[config.mk]
export PLATFORM = sky130hd
export DESIGN_NAME = pipe_hazard_ctrl
export DESIGN_NICKNAME = d
export VERILOG_FILES = /design/src/rtl/pipe_hazard_ctrl_pkg.sv /design/src/rtl/pipe_hazard_ctrl_fwd_sel.sv /design/src/rtl/pipe_hazard_ctrl.sv
export SDC_FILE = /design/constraint.sdc
export NUM_CORES = 1
export LEC_CHECK = 0
export ABC_AREA = 1
export BUFFER_PORTS_ARGS = -buffer_cell sky130_fd_sc_hd__buf_4
export CAP_MARGIN = 20
export CORE_MARGIN = 10
export CORE_UTILIZATION = 43
export CTS_CLUSTER_SIZE = 24
export DETAILED_ROUTE_END_ITERATION = 10
export GPL_TIMING_DRIVEN = 0
export PLACE_DENSITY = 0.84
export SLEW_MARGIN = 15
export SYNTH_ARGS = -nofsm -noshare
export SYNTH_HDL_FRONTEND = slang
export SYNTH_SLANG_ARGS = --single-unit
export TNS_END_PERCENT = 1
[constraint.sdc]
create_clock -name clock -period 1.5 [get_ports clock]
set_input_delay 0.3 -clock clock [delete_from_list [all_inputs] [get_ports clock]]
set_output_delay 0.3 -clock clock [all_outputs]
set_load 0.01 [all_outputs]
[src/rtl/pipe_hazard_ctrl_pkg.sv]
// Shared definitions for the pipeline hazard controller:
// the FSM state encoding and the operand-forwarding select codes.
package pipe_hazard_ctrl_pkg;

    typedef enum logic {
        RUN      = 1'b0,
        MEM_WAIT = 1'b1
    } state_t;

    localparam logic [1:0] FWD_RF    = 2'b00;
    localparam logic [1:0] FWD_EXE   = 2'b01;
    localparam logic [1:0] FWD_MEM   = 2'b10;
    localparam logic [1:0] FWD_MEMLD = 2'b11;

endpackage

[src/rtl/pipe_hazard_ctrl_fwd_sel.sv]
// Picks the operand source for one ID-stage source register.
// The youngest producer wins: EX first, then MEM.
module pipe_fwd_sel
    import pipe_hazard_ctrl_pkg::*;
(
    input  logic [4:0] src,
    input  logic       ex_wreg,
    input  logic       ex_m2reg,
    input  logic [4:0] ex_rn,
    input  logic       mem_wreg,
    input  logic       mem_m2reg,
    input  logic [4:0] mem_rn,
    output logic [1:0] sel
);

    // A load in EX has no data yet; that case is left to the load-use stall.
    always_comb begin
        sel = FWD_RF;
        if (ex_wreg && !ex_m2reg && ex_rn != 5'd0 && ex_rn == src) begin
            sel = FWD_EXE;
        end else if (mem_wreg && mem_rn != 5'd0 && mem_rn == src) begin
            sel = mem_m2reg ? FWD_MEMLD : FWD_MEM;
        end
    end

endmodule

[src/rtl/pipe_hazard_ctrl.sv]
// Hazard controller for a five-stage pipeline: memory-wait FSM, branch
// and load-use handling, forwarding selects and a saturating stall counter.
module pipe_hazard_ctrl
    import pipe_hazard_ctrl_pkg::*;
#(
    parameter int CNT_W = 16
) (
    input  logic             clock,
    input  logic             resetn,
    input  logic [4:0]       id_rs,
    input  logic [4:0]       id_rt,
    input  logic             id_use_rs,
    input  logic             id_use_rt,
    input  logic             ex_wreg,
    input  logic             ex_m2reg,
    input  logic [4:0]       ex_rn,
    input  logic             ex_branch_taken,
    input  logic             mem_wreg,
    input  logic             mem_m2reg,
    input  logic [4:0]       mem_rn,
    input  logic             mem_access,
    input  logic             dmem_ack,
    output logic             dmem_req,
    output logic             pc_en,
    output logic             ifid_en,
    output logic             idex_en,
    output logic             exmem_en,
    output logic             ifid_flush,
    output logic             idex_flush,
    output logic             mw_kill,
    output logic [1:0]       fwd_a,
    output logic [1:0]       fwd_b,
    output logic [CNT_W-1:0] stall_cnt
);

    state_t state;
    state_t next_state;
    logic   waiting;
    logic   mem_stall;
    logic   load_use;

    // While reset is held the controller behaves as an idle RUN state.
    assign waiting   = resetn && (state == MEM_WAIT);
    assign mem_stall = resetn && !dmem_ack && (waiting || mem_access);
    assign dmem_req  = waiting || mem_access;
    assign load_use  = ex_wreg && ex_m2reg && (ex_rn != 5'd0) &&
                       ((id_use_rs && id_rs == ex_rn) || (id_use_rt && id_rt == ex_rn));

    always_comb begin
        next_state = state;
        case (state)
            RUN:      next_state = (mem_access && !dmem_ack) ? MEM_WAIT : RUN;
            MEM_WAIT: next_state = dmem_ack ? RUN : MEM_WAIT;
            default:  next_state = RUN;
        endcase
    end

    always_comb begin
        pc_en      = 1'b1;
        ifid_en    = 1'b1;
        idex_en    = 1'b1;
        exmem_en   = 1'b1;
        ifid_flush = 1'b0;
        idex_flush = 1'b0;
        mw_kill    = 1'b0;
        if (!resetn) begin
            pc_en = 1'b1;
        end else if (mem_stall) begin
            pc_en    = 1'b0;
            ifid_en  = 1'b0;
            idex_en  = 1'b0;
            exmem_en = 1'b0;
            mw_kill  = 1'b1;
        end else if (ex_branch_taken) begin
            ifid_flush = 1'b1;
            idex_flush = 1'b1;
        end else if (load_use) begin
            pc_en      = 1'b0;
            ifid_en    = 1'b0;
            idex_flush = 1'b1;
        end
    end

    always_ff @(posedge clock) begin
        if (!resetn) begin
            state     <= RUN;
            stall_cnt <= '0;
        end else begin
            state <= next_state;
            if (!pc_en && stall_cnt != {CNT_W{1'b1}}) begin
                stall_cnt <= stall_cnt + CNT_W'(1);
            end
        end
    end

    pipe_fwd_sel u_fwd_rs (
        .src       (id_rs),
        .ex_wreg   (ex_wreg),
        .ex_m2reg  (ex_m2reg),
        .ex_rn     (ex_rn),
        .mem_wreg  (mem_wreg),
        .mem_m2reg (mem_m2reg),
        .mem_rn    (mem_rn),
        .sel       (fwd_a)
    );

    pipe_fwd_sel u_fwd_rt (
        .src       (id_rt),
        .ex_wreg   (ex_wreg),
        .ex_m2reg  (ex_m2reg),
        .ex_rn     (ex_rn),
        .mem_wreg  (mem_wreg),
        .mem_m2reg (mem_m2reg),
        .mem_rn    (mem_rn),
        .sel       (fwd_b)
    );

endmodule

==> impl_metrics.env, run 1 <==
export IMPL_grt_pass1_wl_um=7220
export IMPL_fin_crit_sh_pct=116
export IMPL_swShare_pct=31.0
export IMPL_final_cells=345
export IMPL_netlist_instances=231
export IMPL_synth_edf_count=0
export IMPL_portBuffers=57
export IMPL_final_common_cell="buf_4"
export IMPL_hold_depth=2
export IMPL_clock_latency_ps=310
export IMPL_start_kind="primary input"
export IMPL_synth_warnings=0
export IMPL_p_leak_nw=1.09
export IMPL_place_inst=332
export IMPL_dp_hpwl_um=3330
export IMPL_path_clk_slew_ps=110
export IMPL_drc=0
export IMPL_fp_dieW_um=76.7
export IMPL_viasPerCell=4.90
export IMPL_violations="setup timing"
export IMPL_fin_nets=334
export IMPL_cts_root_buf="clkbuf_4"
export IMPL_hold_class="primary input to flop"
export IMPL_p_int_uw=736
export IMPL_timing_fmax_mhz=576
export IMPL_endpoint_kind="primary output"
export IMPL_post_route_min_period_ps=1740
export IMPL_relSlewSlack_pct=72.5
export IMPL_wirelength_um=4510
export IMPL_clock_skew_final_ps=6.60
export IMPL_grt_max_degree=11
export IMPL_cts_tree="yes"
export IMPL_critPathMaxFanout=2
export IMPL_crit_type="primary input to primary output"
export IMPL_use_met3_pct=4.78
export IMPL_first_global_vias=1682
export IMPL_gr_usage_met2_pct=23.9
export IMPL_die_y_um=76.7
export IMPL_setup_ws_ps=-236
export IMPL_drive_gt1_share_pct=39.5
export IMPL_diodes=0
export IMPL_switchingPower_uw=330
export IMPL_start_util_pct=45.0
export IMPL_io_pins=59
export IMPL_pwr_share_seq_pct=43.3
export IMPL_vdd_drop_max_mv=0.279
export IMPL_worstPathRequired_ps=1200
export IMPL_crit_reg2reg_launch="stall_cnt[0]$_SDFFE_PN0P_"
export IMPL_rows=20
export IMPL_grt_overflow=0
export IMPL_antenna_found_initial=0
export IMPL_die_area_um2=5890
export IMPL_vias=1692
export IMPL_powerDensity_nw_per_um2=499
export IMPL_drt_pass1_iter_count=4
export IMPL_core_area_um2=3080
export IMPL_hold_violations=0
export IMPL_grt_most_used_layer="met2"
export IMPL_clkPwrFrac_pct=24.6
export IMPL_report_final_slew_viol_count=0
export IMPL_cts_buffers=3
export IMPL_hold_start="dmem_ack"
export IMPL_place_gp_congestion=0.881
export IMPL_pre_cts_ws_ps=-388
export IMPL_synth_ff_type="dfxtp_1"
export IMPL_netlist_area_um2=1380
export IMPL_cts_hold_buf=0
export IMPL_clock_path_buffers=2
export IMPL_ff2ff_path_depth=12
export IMPL_final_cell_mix="buf_4 (55), nand2_1 (50), nor2_1 (31)"
export IMPL_cts_sinks=17
export IMPL_async_reset_ff_share_pct=0
export IMPL_wire_per_inst_um=13.1
export IMPL_use_met1_pct=15.5
export IMPL_grt_use_total_pct=14.2
export IMPL_worst_pin_slew_ps=413
export IMPL_ys_ff_latch=17
export IMPL_netlist_cell_type_count=26
export IMPL_rsz0062_at_grt="yes"
export IMPL_synth_area_per_cell_um2=5.99
export IMPL_ant_nets=0
export IMPL_drv_cap=0
export IMPL_cp_arrival_ps=1440
export IMPL_setup_viol=18
export IMPL_worst_hold_slack_ps=158
export IMPL_worstSetupStartpoint="id_rs[3]"
export IMPL_power_frac_comb_pct=32.2
export IMPL_syn_nets=263
export IMPL_htreeDepth=1
export IMPL_ys_seq_area_share_pct=24.6
export IMPL_outcome="finished, violations left"
export IMPL_drt_iter0_drc=131
export IMPL_area_growth_pct=54.2
[critical path, stage by stage]
cell and delay [ps]:
buf_6 100, xor2_1 150, nor2_2 140, nand4_1 140
nand2_2 110, nand3_2 80, nand2_4 80, buf_6 100
inv_4 30, buf_6 100, buf_6 110
[worst paths after layout]
kind	end	slack (ps)
worst max register to register	stall_cnt[14]$_SDFFE_PN0P_	-120
worst min register to register	stall_cnt[8]$_SDFFE_PN0P_	520
worst min-delay path	state$_SDFF_PN0_	160
worst max-delay path	pc_en	-240
[power by group through the flow]
stage	Combinational, mW	Sequential (mW)	Clock, mW
after floorplan	0.139	0.471	0
final	0.343	0.461	0.262
after global routing	0.376	0.462	0.284
after detailed placement	0.271	0.470	0
after CTS	0.303	0.461	0.265
after global placement	0.265	0.471	0
[cell usage after synthesis, types with 2 or more instances]
master	instances	area [um^2]
nand2_1	58	218
nor2_1	37	139
inv_1	31	116
nand3_1	22	110
dfxtp_1	17	340
a21oi_1	16	80.1
xor2_1	9	78.8
nand4_1	5	31.3
buf_4	4	30.0
nor3_1	4	20.0
xnor2_1	4	35.0
buf_6	3	33.8
inv_2	3	11.3
nor4_1	3	18.8
nand3b_1	2	15.0
nor2_2	2	12.5
o22ai_1	2	12.5
[layout make-up]
type                    count  area [um^2]
flip-flops and latches     17          353
clock buffers               3         22.5
multi-input cells         172          935
inverters                  34          138
repair buffers             66          548
well taps                  44         55.1
fillers                   255          943
clock inverters             1         5.00
plain buffers               8         78.8
[layer usage]
metal / vias up / share of wire (%)
met4: 0 / 2.4
met1: 754 / 39
met2: 60 / 50
met3: 9 / 8.4
li1: 869 / -
met5: - / 0
[flip-flops by register name, summed over array words and instances, names as in the netlist]
signal	count
stall_cnt	16
state	1
[cell families after synthesis]
kind of cell / share of synthesized area [%]
AOI/OAI and AO/OA: 7.32
xor gates and xnor gates: 8.23
adders and majority gates: 0.904
buffers and inverters: 14.1
DFF: 24.6
and+or+nand+nor: 44.8
[timing repair]
item,in CTS,in global routing
pin swaps,12,16
endpoints found under the setup margin,22,25
cloned,0,0
buffers inserted,7,3
resized for setup,14,33
[stage by stage]
step | setup TNS [ps] | total power, mW | utilization (%) | area [um^2]
after CTS | -1550 | 1.03 | 65.5 | 2020
after global placement | -2250 | 0.736 | 61.4 | 1890
final | -1650 | 1.07 | 69.3 | 2130
after floorplan | -6.06 | 0.610 | - | 1410
after global routing | -4060 | 1.12 | 69.3 | 2130
after detailed placement | -3040 | 0.741 | 61.4 | 1890
No activity file was read; power rests on OpenSTA's default activity.
==> run 2, diff against run 1 <==
--- a/config.mk
+++ b/config.mk
@@ -12,7 +12,6 @@
 export CORE_UTILIZATION = 43
 export CTS_CLUSTER_SIZE = 24
 export DETAILED_ROUTE_END_ITERATION = 10
-export GPL_TIMING_DRIVEN = 0
 export PLACE_DENSITY = 0.84
 export SLEW_MARGIN = 15
 export SYNTH_ARGS = -nofsm -noshare
==> constraint.sdc (replaced) <==
create_clock -name clock -period 1.5 [get_ports clock]
set_input_delay 0.3 -clock clock [delete_from_list [all_inputs] [get_ports clock]]
set_output_delay 0.3 -clock clock [all_outputs]
set_load 0.05 [all_outputs]
==> run 2 against run 1 <==
Against the previous run:
- the flow still finishes with violations (setup timing)
- critical path depth down 4
- routed wire length grew 2.0%
- sequential power barely moved
- worst hold slack better by 25 ps
- largest cell class unchanged
- largest power group unchanged
==> impl_metrics.env, run 2 (synthesized netlist as in run 1, its figures left out) <==
export IMPL_drc=0
export IMPL_grt_overflow=0
export IMPL_final_util_pct=73.9
export IMPL_reg2reg_slack_ps=-130
export IMPL_cts_root_buf="clkbuf_4"
export IMPL_drt_iter0_drc=154
export IMPL_vias=1773
export IMPL_first_global_vias=1677
export IMPL_ant_nets=0
export IMPL_wirelength_um=4600
export IMPL_pre_cts_ws_ps=-216
export IMPL_ff2ff_path_depth=13
export IMPL_crit_buf_inv=2
export IMPL_portBuffers=58
export IMPL_cp_arrival_ps=1410
export IMPL_io_pins=59
export IMPL_relSlewSlack_pct=75.6
export IMPL_pwr_share_seq_pct=41.9
export IMPL_vdd_drop_max_mv=0.415
export IMPL_cts_hold_buf=0
export IMPL_report_final_slew_viol_count=0
export IMPL_hold_class="primary input to flop"
export IMPL_wl_met3_um=298
export IMPL_switchingPower_uw=370
export IMPL_rsz0062_at_grt="yes"
export IMPL_p_leak_nw=1.16
export IMPL_post_route_min_period_ps=1710
export IMPL_die_y_um=76.7
export IMPL_place_gp_congestion=0.852
export IMPL_fin_nets=351
export IMPL_viasPerCell=4.90
export IMPL_worst_hold_slack_ps=184
export IMPL_timing_fmax_mhz=585
export IMPL_wire_per_inst_um=12.7
export IMPL_wl_met1_um=1830
export IMPL_path_cells="buf_4 > xnor2_1 > nand4_1 > nand2_2 > a21oi_2 > nor3_2 > buf_6"
export IMPL_layout_top_registers="stall_cnt x16, state x1"
export IMPL_worstPathRequired_ps=1200
export IMPL_htreeDepth=1
export IMPL_drt_pass1_iter_count=4
export IMPL_powerDensity_nw_per_um2=484
export IMPL_cts_tree="yes"
export IMPL_p_int_uw=730
export IMPL_clock_path_buffers=2
export IMPL_grt_pass1_wl_um=7250
export IMPL_violations="setup timing"
export IMPL_antenna_found_initial=0
export IMPL_grt_max_degree=18
export IMPL_cts_sinks=17
export IMPL_final_common_cell="buf_4"
export IMPL_worst_pin_slew_ps=363
export IMPL_power_frac_comb_pct=35.3
export IMPL_setup_ws_ps=-210
export IMPL_worst_path_stages=7
export IMPL_largest_register="stall_cnt"
export IMPL_largest_reg_flops=16
export IMPL_grt_use_total_pct=14.2
export IMPL_highest_layer="met4"
export IMPL_hold_depth=2
export IMPL_die_area_um2=5890
export IMPL_slowest_delay_ps=240
export IMPL_core_area_um2=3080
export IMPL_area_growth_pct=64.3
export IMPL_setup_viol=25
export IMPL_rows=20
export IMPL_start_kind="primary input"
export IMPL_swShare_pct=33.6
export IMPL_outcome="finished, violations left"
export IMPL_critPathMaxFanout=3
export IMPL_clkPwrFrac_pct=22.8
export IMPL_endpoint_kind="primary output"
export IMPL_crit_type="primary input to primary output"
export IMPL_final_cell_mix="buf_4 (78), nand2_1 (53), nor2_1 (30)"
export IMPL_power_total_mw=1.10
export IMPL_diodes=0
export IMPL_drv_cap=0
export IMPL_fin_crit_sh_pct=114
export IMPL_hold_violations=0
export IMPL_path_delay_family="simple AND/OR/NAND/NOR gates"
export IMPL_path_clk_slew_ps=100
export IMPL_cts_buffers=3
export IMPL_route_met2_wl_um=2430
export IMPL_drive_gt1_share_pct=45.3
export IMPL_dp_hpwl_um=3370
export IMPL_clock_skew_final_ps=2.82
export IMPL_fp_dieW_um=76.7
export IMPL_cp_slowest_cell="xnor2_1"
export IMPL_start_util_pct=45.0
export IMPL_clock_latency_ps=290
run 2: worst paths after layout:
kind,start,to
max,ex_rn[3],idex_flush
min,dmem_ack,state$_SDFF_PN0_
max reg2reg,stall_cnt[1]$_SDFFE_PN0P_,stall_cnt[7]$_SDFFE_PN0P_
min reg2reg,stall_cnt[14]$_SDFFE_PN0P_,stall_cnt[14]$_SDFFE_PN0P_
run 2: routing by layer:
layer / up-vias / global-route usage (%)
met3: 4 / 4.43
met4: 0 / 3.53
met1: 806 / 15.1
li1: 907 / -
met5: - / 0
met2: 56 / 26.1
run 2: worst register-to-register path: stages (launching register included):
cell and delay [ps]:
dfxtp_4 380, ha_4 140, nand2_2 50, nor2_2 90, nand2_1 70, inv_2 60
nand4_1 200, nand2_2 200, buf_6 120, inv_2 30, nand2_2 60, nand2_1 50
nand2_1 50, nor2_1 40
run 2: power by group through the flow:
| stage | registers (mW) | clock network (mW) | logic (mW) |
|---|---|---|---|
| after detailed placement | 0.469 | 0 | 0.343 |
| after CTS | 0.461 | 0.259 | 0.365 |
| after global routing | 0.461 | 0.272 | 0.417 |
| final | 0.461 | 0.251 | 0.388 |
| after floorplan | 0.481 | 0 | 0.179 |
| after global placement | 0.468 | 0 | 0.336 |
run 2: repair_timing:
| item | in CTS | in global routing |
|---|---|---|
| gates resized for setup | 24 | 35 |
| cloned | 0 | 0 |
| buffers inserted | 0 | 2 |
| endpoints found under the setup margin | 23 | 26 |
| pin swaps | 9 | 25 |
run 2: cell type report:
type / instances / area, um^2
repair buffers: 91 / 736
clock buffers: 4 / 26.3
flip-flops and latches: 17 / 347
inverters: 34 / 128
multi-input cells: 172 / 982
fillers: 229 / 805
well taps: 44 / 55.1
run 2: through the flow:
stage / cell area [um^2] / setup TNS, ps / std cells
floorplan: 1380 / -14180 / 231
global placement: 2040 / -2240 / 356
detailed placement: 2040 / -3040 / 356
CTS: 2160 / -1620 / 360
global route: 2270 / -5800 / 362
finish: 2270 / -2530 / 362
==> run 3, diff against run 2 <==
--- a/config.mk
+++ b/config.mk
@@ -12,7 +12,7 @@
 export CORE_UTILIZATION = 43
 export CTS_CLUSTER_SIZE = 24
 export DETAILED_ROUTE_END_ITERATION = 10
-export PLACE_DENSITY = 0.84
+export PLACE_DENSITY_LB_ADDON = 0.05
 export SLEW_MARGIN = 15
 export SYNTH_ARGS = -nofsm -noshare
 export SYNTH_HDL_FRONTEND = slang
==> run 3 against run 2 <==
Against the previous run:
- the run still ends with setup timing left
- critical path type unchanged
- setup slack got worse by 7.8 ps
- combinational power rose by 1%
- largest power group unchanged
- final area rose by 2.0%
- global-route usage fell by 0.58 points
- sequential cell count did not move
==> impl_metrics.env, run 3 (synthesized netlist as in run 1, its figures left out) <==
export IMPL_cp_arrival_ps=1420
export IMPL_worstPathRequired_ps=1200
export IMPL_cp_slowest_cell="o41ai_2"
export IMPL_p_leak_nw=1.20
export IMPL_worst_pin_slew_ps=311
export IMPL_grt_max_degree=20
export IMPL_final_util_pct=75.3
export IMPL_wirelength_um=4480
export IMPL_relSlewSlack_pct=79.1
export IMPL_drt_iter0_drc=130
export IMPL_io_pins=59
export IMPL_clock_skew_final_ps=4.18
export IMPL_grt_use_total_pct=13.6
export IMPL_crit_top_cell="buf_6"
export IMPL_hold_violations=0
export IMPL_clock_path_buffers=2
export IMPL_drt_pass1_iter_count=4
export IMPL_drive_gt1_share_pct=43.8
export IMPL_fp_dieW_um=76.7
export IMPL_cts_sinks=17
export IMPL_rows=20
export IMPL_die_area_um2=5890
export IMPL_ant_nets=0
export IMPL_endpoint_kind="primary output"
export IMPL_use_met1_pct=13.9
export IMPL_first_global_vias=1606
export IMPL_fin_nets=357
export IMPL_largest_register="stall_cnt"
export IMPL_use_met3_pct=5.94
export IMPL_drc=0
export IMPL_fin_crit_sh_pct=115
export IMPL_grt_overflow=0
export IMPL_final_cell_mix="buf_4 (83), nand2_1 (55), nor2_1 (30)"
export IMPL_htreeDepth=1
export IMPL_path_clk_slew_ps=100
export IMPL_path_cells="buf_6 > or2_4 > o41ai_2 > inv_1 > nand3_2 > o22ai_2 > buf_6"
export IMPL_crit_buf_inv=3
export IMPL_wire_per_inst_um=12.2
export IMPL_area_growth_pct=67.5
export IMPL_dp_hpwl_um=3450
export IMPL_antenna_found_initial=0
export IMPL_viasPerCell=4.79
export IMPL_final_cells=368
export IMPL_cts_buffers=3
export IMPL_portBuffers=58
export IMPL_crit_type="primary input to primary output"
export IMPL_drv_cap=0
export IMPL_vdd_drop_max_mv=0.355
export IMPL_worst_hold_slack_ps=180
export IMPL_vias=1764
export IMPL_setup_tns_ps=-1770
export IMPL_layout_top_registers="stall_cnt x16, state x1"
export IMPL_grt_pass1_wl_um=6820
export IMPL_start_util_pct=45.0
export IMPL_place_gp_congestion=0.893
export IMPL_place_inst=361
export IMPL_rsz0062_at_grt="yes"
export IMPL_violations="setup timing"
export IMPL_powerDensity_nw_per_um2=474
export IMPL_setup_ws_ps=-218
export IMPL_outcome="finished, violations left"
export IMPL_setup_viol=21
export IMPL_report_final_slew_viol_count=0
export IMPL_hold_class="primary input to flop"
export IMPL_slowest_delay_ps=260
export IMPL_path_delay_family="buffers and inverters"
export IMPL_final_common_cell="buf_4"
export IMPL_clock_latency_ps=290
export IMPL_start_kind="primary input"
export IMPL_largest_reg_flops=16
export IMPL_cts_root_buf="clkbuf_4"
export IMPL_gr_usage_met2_pct=22.6
export IMPL_critPathMaxFanout=3
export IMPL_die_y_um=76.7
export IMPL_grt_most_used_layer="met2"
export IMPL_timing_fmax_mhz=582
export IMPL_post_route_min_period_ps=1720
export IMPL_core_area_um2=3080
export IMPL_cts_tree="yes"
export IMPL_cts_hold_buf=0
export IMPL_diodes=0
## run 3: through the flow
step	total power [mW]	setup slack (ps)	instance area, um^2
2_1_floorplan	0.661	-1060	1380
3_3_place_gp	0.810	-189	2080
3_5_place_dp	0.814	-251	2080
4_1_cts	1.09	-177	2200
5_1_grt	1.16	-272	2320
6_report	1.10	-218	2320
## run 3: final timing paths
check	startpoint	to	slack, ps	depth (start not counted)
hold / removal	dmem_ack	state$_SDFF_PN0_	180	2
hold reg to reg	stall_cnt[4]$_SDFFE_PN0P_	stall_cnt[4]$_SDFFE_PN0P_	590	3
setup / recovery	mem_rn[0]	fwd_a[0]	-220	7
setup reg to reg	stall_cnt[0]$_SDFFE_PN0P_	stall_cnt[4]$_SDFFE_PN0P_	-100	11
## run 3: metal layers
| metal | vias up | part of all wire [%] |
|---|---|---|
| li1 | 915 | - |
| met1 | 778 | 40 |
| met2 | 59 | 48 |
| met3 | 12 | 8.5 |
| met4 | 0 | 2.8 |
| met5 | - | 0 |
## run 3: power breakdown
part / leakage [nW] / switching [mW] / internal [mW] / total, mW
logic: 1.05 / 0.215 / 0.177 / 0.392
clock network: 0.0150 / 0.143 / 0.103 / 0.247
registers: 0.139 / 0.00438 / 0.457 / 0.461
## run 3: final cells by class
type                    instances  area, um^2
flip-flops and latches         17         344
clock buffers                   4        26.3
multi-input cells             172         981
repair buffers                 97         785
inverters                      34         128
fillers                       247         759
well taps                      44        55.1
## run 3: timing repair
| item | CTS | global route |
|---|---|---|
| setup buffers | 0 | 3 |
| setup endpoints to repair | 22 | 26 |
| pin swaps | 10 | 22 |
| gates resized for setup | 26 | 25 |
| cloned | 0 | 0 |
